===== src/rtl/fir_pin_pkg.sv =====
// Shared constants and FSM state type for the FIR tile pin driver.
// Widths match the tile's ui_in / uo_out / uio pin split.
package fir_pin_pkg;

  localparam int DATA_W     = 8;
  localparam int OUT_W      = 11;
  localparam int N_TAPS_DEF = 4;

  typedef enum logic [1:0] {
    IDLE,
    CFG,
    GUARD
  } state_t;

endpackage


===== src/rtl/fir_valid_delay.sv =====
// LAT-deep valid shift register that tags samples in flight
// through the filter; flush drops everything in the pipe.
module fir_valid_delay #(
  parameter int LAT = 1
) (
  input  logic clk,
  input  logic rst_n,
  input  logic flush,
  input  logic din,
  output logic dout
);

  logic [LAT-1:0] sr;

  if (LAT == 1) begin : g_one
    always_ff @(posedge clk or negedge rst_n) begin
      if (!rst_n) begin
        sr <= '0;
      end else if (flush) begin
        sr <= '0;
      end else begin
        sr <= din;
      end
    end
  end else begin : g_many
    always_ff @(posedge clk or negedge rst_n) begin
      if (!rst_n) begin
        sr <= '0;
      end else if (flush) begin
        sr <= '0;
      end else begin
        sr <= {sr[LAT-2:0], din};
      end
    end
  end

  assign dout = sr[LAT-1];

endmodule


===== src/rtl/fir_pin_driver.sv =====
// Host-side driver for the FIR tile pins: replays a shadow
// coefficient bank, streams samples and captures results.
module fir_pin_driver
  import fir_pin_pkg::*;
#(
  parameter int N_TAPS = N_TAPS_DEF,
  parameter int LAT    = 1
) (
  input  logic                      clk,
  input  logic                      rst_n,
  input  logic                      coeff_wr,
  input  logic [$clog2(N_TAPS)-1:0] coeff_addr,
  input  logic [DATA_W-1:0]         coeff_data,
  input  logic                      cfg_start,
  input  logic                      smp_valid,
  input  logic [DATA_W-1:0]         smp_data,
  output logic                      smp_ready,
  output logic                      busy,
  output logic [DATA_W-1:0]         pin_ui,
  output logic                      pin_set_coeffs,
  output logic                      pin_tvalid,
  input  logic [OUT_W-1:0]          pin_y,
  output logic                      y_valid,
  output logic [OUT_W-1:0]          y_data
);

  localparam int AW = $clog2(N_TAPS);

  typedef logic [AW-1:0] idx_t;

  state_t            state;
  state_t            state_nx;
  idx_t              idx;
  idx_t              idx_nx;
  logic [DATA_W-1:0] bank [N_TAPS];
  logic [DATA_W-1:0] ui_nx;
  logic              set_nx;
  logic              tv_nx;
  logic              addr_ok;
  logic              wr_en;
  logic              enter_cfg;
  logic              tag;
  logic              cap;

  assign enter_cfg = (state == IDLE) && cfg_start;
  assign smp_ready = (state == IDLE) && !cfg_start;
  assign busy      = (state != IDLE);

  // Out-of-range addresses only exist for non power-of-two banks
  if (N_TAPS == (1 << AW)) begin : g_pow2
    assign addr_ok = 1'b1;
  end else begin : g_npow2
    assign addr_ok = coeff_addr < AW'(N_TAPS);
  end

  assign wr_en = (state == IDLE) && coeff_wr && addr_ok;

  always_ff @(posedge clk or negedge rst_n) begin
    if (!rst_n) begin
      for (int i = 0; i < N_TAPS; i++) begin
        bank[i] <= '0;
      end
    end else if (wr_en) begin
      bank[coeff_addr] <= coeff_data;
    end
  end

  // Next pin values are decoded here and registered below
  always_comb begin
    state_nx = state;
    idx_nx   = idx;
    ui_nx    = '0;
    set_nx   = 1'b0;
    tv_nx    = 1'b0;
    unique case (state)
      IDLE: begin
        if (cfg_start) begin
          state_nx = CFG;
          idx_nx   = '0;
          set_nx   = 1'b1;
          ui_nx    = bank[0];
        end else if (smp_valid) begin
          tv_nx = 1'b1;
          ui_nx = smp_data;
        end
      end
      CFG: begin
        if (idx == idx_t'(N_TAPS - 1)) begin
          state_nx = GUARD;
        end else begin
          idx_nx = idx + idx_t'(1);
          set_nx = 1'b1;
          ui_nx  = bank[idx_nx];
        end
      end
      GUARD: begin
        state_nx = IDLE;
      end
      default: begin
        state_nx = IDLE;
      end
    endcase
  end

  always_ff @(posedge clk or negedge rst_n) begin
    if (!rst_n) begin
      state          <= IDLE;
      idx            <= '0;
      pin_ui         <= '0;
      pin_set_coeffs <= 1'b0;
      pin_tvalid     <= 1'b0;
    end else begin
      state          <= state_nx;
      idx            <= idx_nx;
      pin_ui         <= ui_nx;
      pin_set_coeffs <= set_nx;
      pin_tvalid     <= tv_nx;
    end
  end

  fir_valid_delay #(
    .LAT (LAT)
  ) u_tag (
    .clk   (clk),
    .rst_n (rst_n),
    .flush (enter_cfg),
    .din   (pin_tvalid),
    .dout  (tag)
  );

  // A result landing on the cfg_start cycle is dropped as well
  assign cap = tag && !enter_cfg;

  always_ff @(posedge clk or negedge rst_n) begin
    if (!rst_n) begin
      y_valid <= 1'b0;
      y_data  <= '0;
    end else begin
      y_valid <= cap;
      if (cap) begin
        y_data <= pin_y;
      end
    end
  end

endmodule


===== config.mk =====
export PLATFORM = sky130hd
export DESIGN_NAME = fir_pin_driver
export DESIGN_NICKNAME = d
export VERILOG_FILES = /design/src/rtl/fir_pin_pkg.sv /design/src/rtl/fir_valid_delay.sv /design/src/rtl/fir_pin_driver.sv
export SDC_FILE = /design/constraint.sdc
export NUM_CORES = 1
export LEC_CHECK = 0
export BUFFER_PORTS_ARGS = -buffer_cell sky130_fd_sc_hd__buf_2
export CAP_MARGIN = 20
export CELL_PAD_IN_SITES_DETAIL_PLACEMENT = 0
export CELL_PAD_IN_SITES_GLOBAL_PLACEMENT = 2
export CORE_MARGIN = 2
export CORE_UTILIZATION = 36
export DETAILED_ROUTE_END_ITERATION = 8
export PLACE_DENSITY = 0.85
export SLEW_MARGIN = 0
export SYNTH_ARGS = -nofsm -noshare
export SYNTH_HDL_FRONTEND = slang
export SYNTH_HIERARCHICAL = 1
export SYNTH_SLANG_ARGS = --single-unit
export TNS_END_PERCENT = 10

===== constraint.sdc =====
create_clock -name clk -period 2.4 [get_ports clk]
set_input_delay 0.12 -clock clk [delete_from_list [all_inputs] [get_ports clk]]
set_output_delay 0.12 -clock clk [all_outputs]
set_load 0.005 [all_outputs]

==> results.json <==
{
  "cts-htree-levels": 3,
  "end_kind": "flop",
  "clock_latency_ns": 0.33,
  "areaGrowthSynthToFinish_pct": 24.8,
  "p_leak_nw": 1.49,
  "cp.required_ns": 2.60,
  "rsz0062_at_grt": "no",
  "n_fill_cell": 642,
  "muxShareOfSynthArea_pct": 26.1,
  "fin_util_pct": 46.7,
  "synthCells": 176,
  "root_buffer": "clkbuf_8",
  "setup_tns_ns": 0,
  "path_cells": "ha_1 -> mux2_2 -> a22oi_1 -> o21ai_0",
  "synthAdderAreaFrac_pct": 0.492,
  "finalCritPeriodShare_pct": 84.5,
  "place_hpwl_um": 3860,
  "antenna_left": 0,
  "totalWireLength_um": 5480,
  "drt_iter0_markers": 35,
  "power.density_nw_per_um2": 1290,
  "die_w_um": 88.0,
  "groute.usage.overall_pct": 15.7,
  "cts_resized": 0,
  "synthTopCellsByCount": "dfrtp_1, mux2_2, a22oi_1",
  "path_class": "reg2reg",
  "clock_sink_count": 59,
  "max_freq_mhz": 493,
  "synth_edf_count": 0,
  "drive_above_1_share_pct": 57.4,
  "critical_path_arrival_ns": 2.22,
  "vias_per_cell": 4.82,
  "ys_seq_elements": 59,
  "synth_xor_xnor_area_share_pct": 0,
  "grt_first_pass_wirelength_um": 8830,
  "yosys-top-cells-area": "dfrtp_1, mux2_2, a22oi_1",
  "diodes": 0,
  "cap_violations": 0,
  "start_util_pct": 37.4,
  "power_mw": 4.10,
  "grt_overflow": 0,
  "synth_area_leader_cell": "dfrtp_1",
  "clock_skew_ns": 0.00862,
  "syn_nets": 211,
  "crit_fanout": 17,
  "place_congestion": 0.759,
  "start_kind": "flop",
  "synth_top_family_by_area": "multiplexers",
  "avgRoutedWirePerCell_um": 15.8,
  "worst_pin_slew_ns": 0.737,
  "setup_viol": 0,
  "die_area_um2": 7750,
  "slew_headroom_pct": 50.9,
  "cp_top_family": "adder cells",
  "reg2reg_slack_ns": 0.37,
  "antenna_found_initial": 0,
  "slowest_delay_ns": 0.78,
  "ys_warn_count": 6,
  "first_global_vias": 1699,
  "finalCriticalPeriod_ns": 2.03,
  "top_level_ports": 58,
  "layout.nets": 282,
  "clk_path_buf_depth": 2,
  "hold_viol": 0,
  "drc_errors": 0,
  "final_cells": 347,
  "netlist.area_leader.share_pct": 58.1,
  "die_h_um": 88.0,
  "cp_slowest_cell": "ha_1",
  "synthDistinctLibCells": 29,
  "post-place-cells": 331,
  "drt_pre_antenna_iters": 4,
  "hold_path.class": "in2reg",
  "netlist_area_um2": 2540,
  "synthArstFlopShare_pct": 100,
  "status": "finished clean",
  "ys.flop_type": "dfrtp_1",
  "seq_area_frac_synth_pct": 58.1,
  "path_clk_slew_ns": 0.06,
  "irDropWorstVdd_mv": 0.469,
  "vias": 1673,
  "fp-row-count": 30,
  "slew_violations": 0,
  "timing.critical_path.buf_inv": 0,
  "grt_max_degree": 29,
  "avgSynthCellArea_um2": 14.4,
  "core_um2": 6790,
  "synth_compound_area_share_pct": 8.12,
  "io_buffer_count": 57,
  "synth_simple_gate_area_share_pct": 5.56,
  "tritoncts": "built",
  "numCtsBuffers": 9
}
## state kept, by name (all words and copies together) (netlist names)
signal	cells
state	2
idx	2
pin_set_coeffs	1
u_tag/dout	1
y_valid	1
pin_ui	8
pin_tvalid	1
y_data	11
bank	32
## metal layers
| layer | wire (um) | vias to the layer above | track usage [%] | part of all wire (%) |
|---|---|---|---|---|
| li1 | - | 792 | - | - |
| met2 | 2530 | 49 | 23.8 | 46 |
| met3 | 263 | 8 | 4.15 | 4.8 |
| met5 | 0 | - | 0 | 0 |
| met1 | 2600 | 824 | 21.3 | 47 |
| met4 | 91 | 0 | 7.02 | 1.7 |
## final timing paths
| check | from | end | cells past startpoint |
|---|---|---|---|
| setup / recovery | idx[0] | pin_ui[5] | 4 |
| hold / removal | pin_y[3] | y_data[3] | 2 |
| setup reg to reg | idx[0] | pin_ui[5] | 4 |
| hold reg to reg | y_data[7] | y_data[7] | 1 |
| max in group asynchronous | rst_n | bank[14] | 3 |
| min in group asynchronous | rst_n | u_tag/dout | 2 |
## stage by stage
stage	worst slack [ns]	instance area [um2]	hold slack [ns]
after global placement	0.413	2980	0.186
after floorplan	0.479	2540	-0.176
after CTS	0.340	3170	0.00301
final	0.372	3170	0.0222
after detailed placement	0.341	2980	0.182
after global routing	0.246	3170	0.0117
## cells by family after synthesis
family	Yosys count
compound gates	31
mux	59
buf+inv	10
flops	59
fa+ha+maj	1
simple gates	16
## timing repair
item | in CTS | in global routing
hold endpoints to repair | 26 | 0
setup buffers | 0 | 0
endpoints found under the setup margin | 0 | 0
hold buffers | 1 | 0
## report_power, final
group	total [mW]	internal [mW]	switching [mW]
Clock	0.804	0.450	0.354
Combinational	1.60	0.925	0.670
Sequential	1.70	1.46	0.238
Total	4.10	2.84	1.26
## final cells by class
type                    instances  area (um2)  area share [%]
repair buffers                 66         355            11.2
flip-flops and latches         59        1480            46.6
well taps                      96         120            3.79
inverters                       4        15.0           0.474
multi-input cells             107        1020            32.3
clock buffers                  13         169            5.33
clock inverters                 2        10.0           0.316
## cell usage in the layout (no fill, tap or decap), types with 2 or more instances in the layout
master / n
a21oi_1: 2
a22o_1: 2
a22oi_1: 15
buf_2: 57
buf_4: 8
clkbuf_8: 12
clkinv_2: 2
dfrtp_1: 59
inv_1: 3
mux2_2: 59
nor2_1: 3
o21ai_0: 8
o21bai_1: 2
No activity file was read; power rests on OpenSTA's default activity.
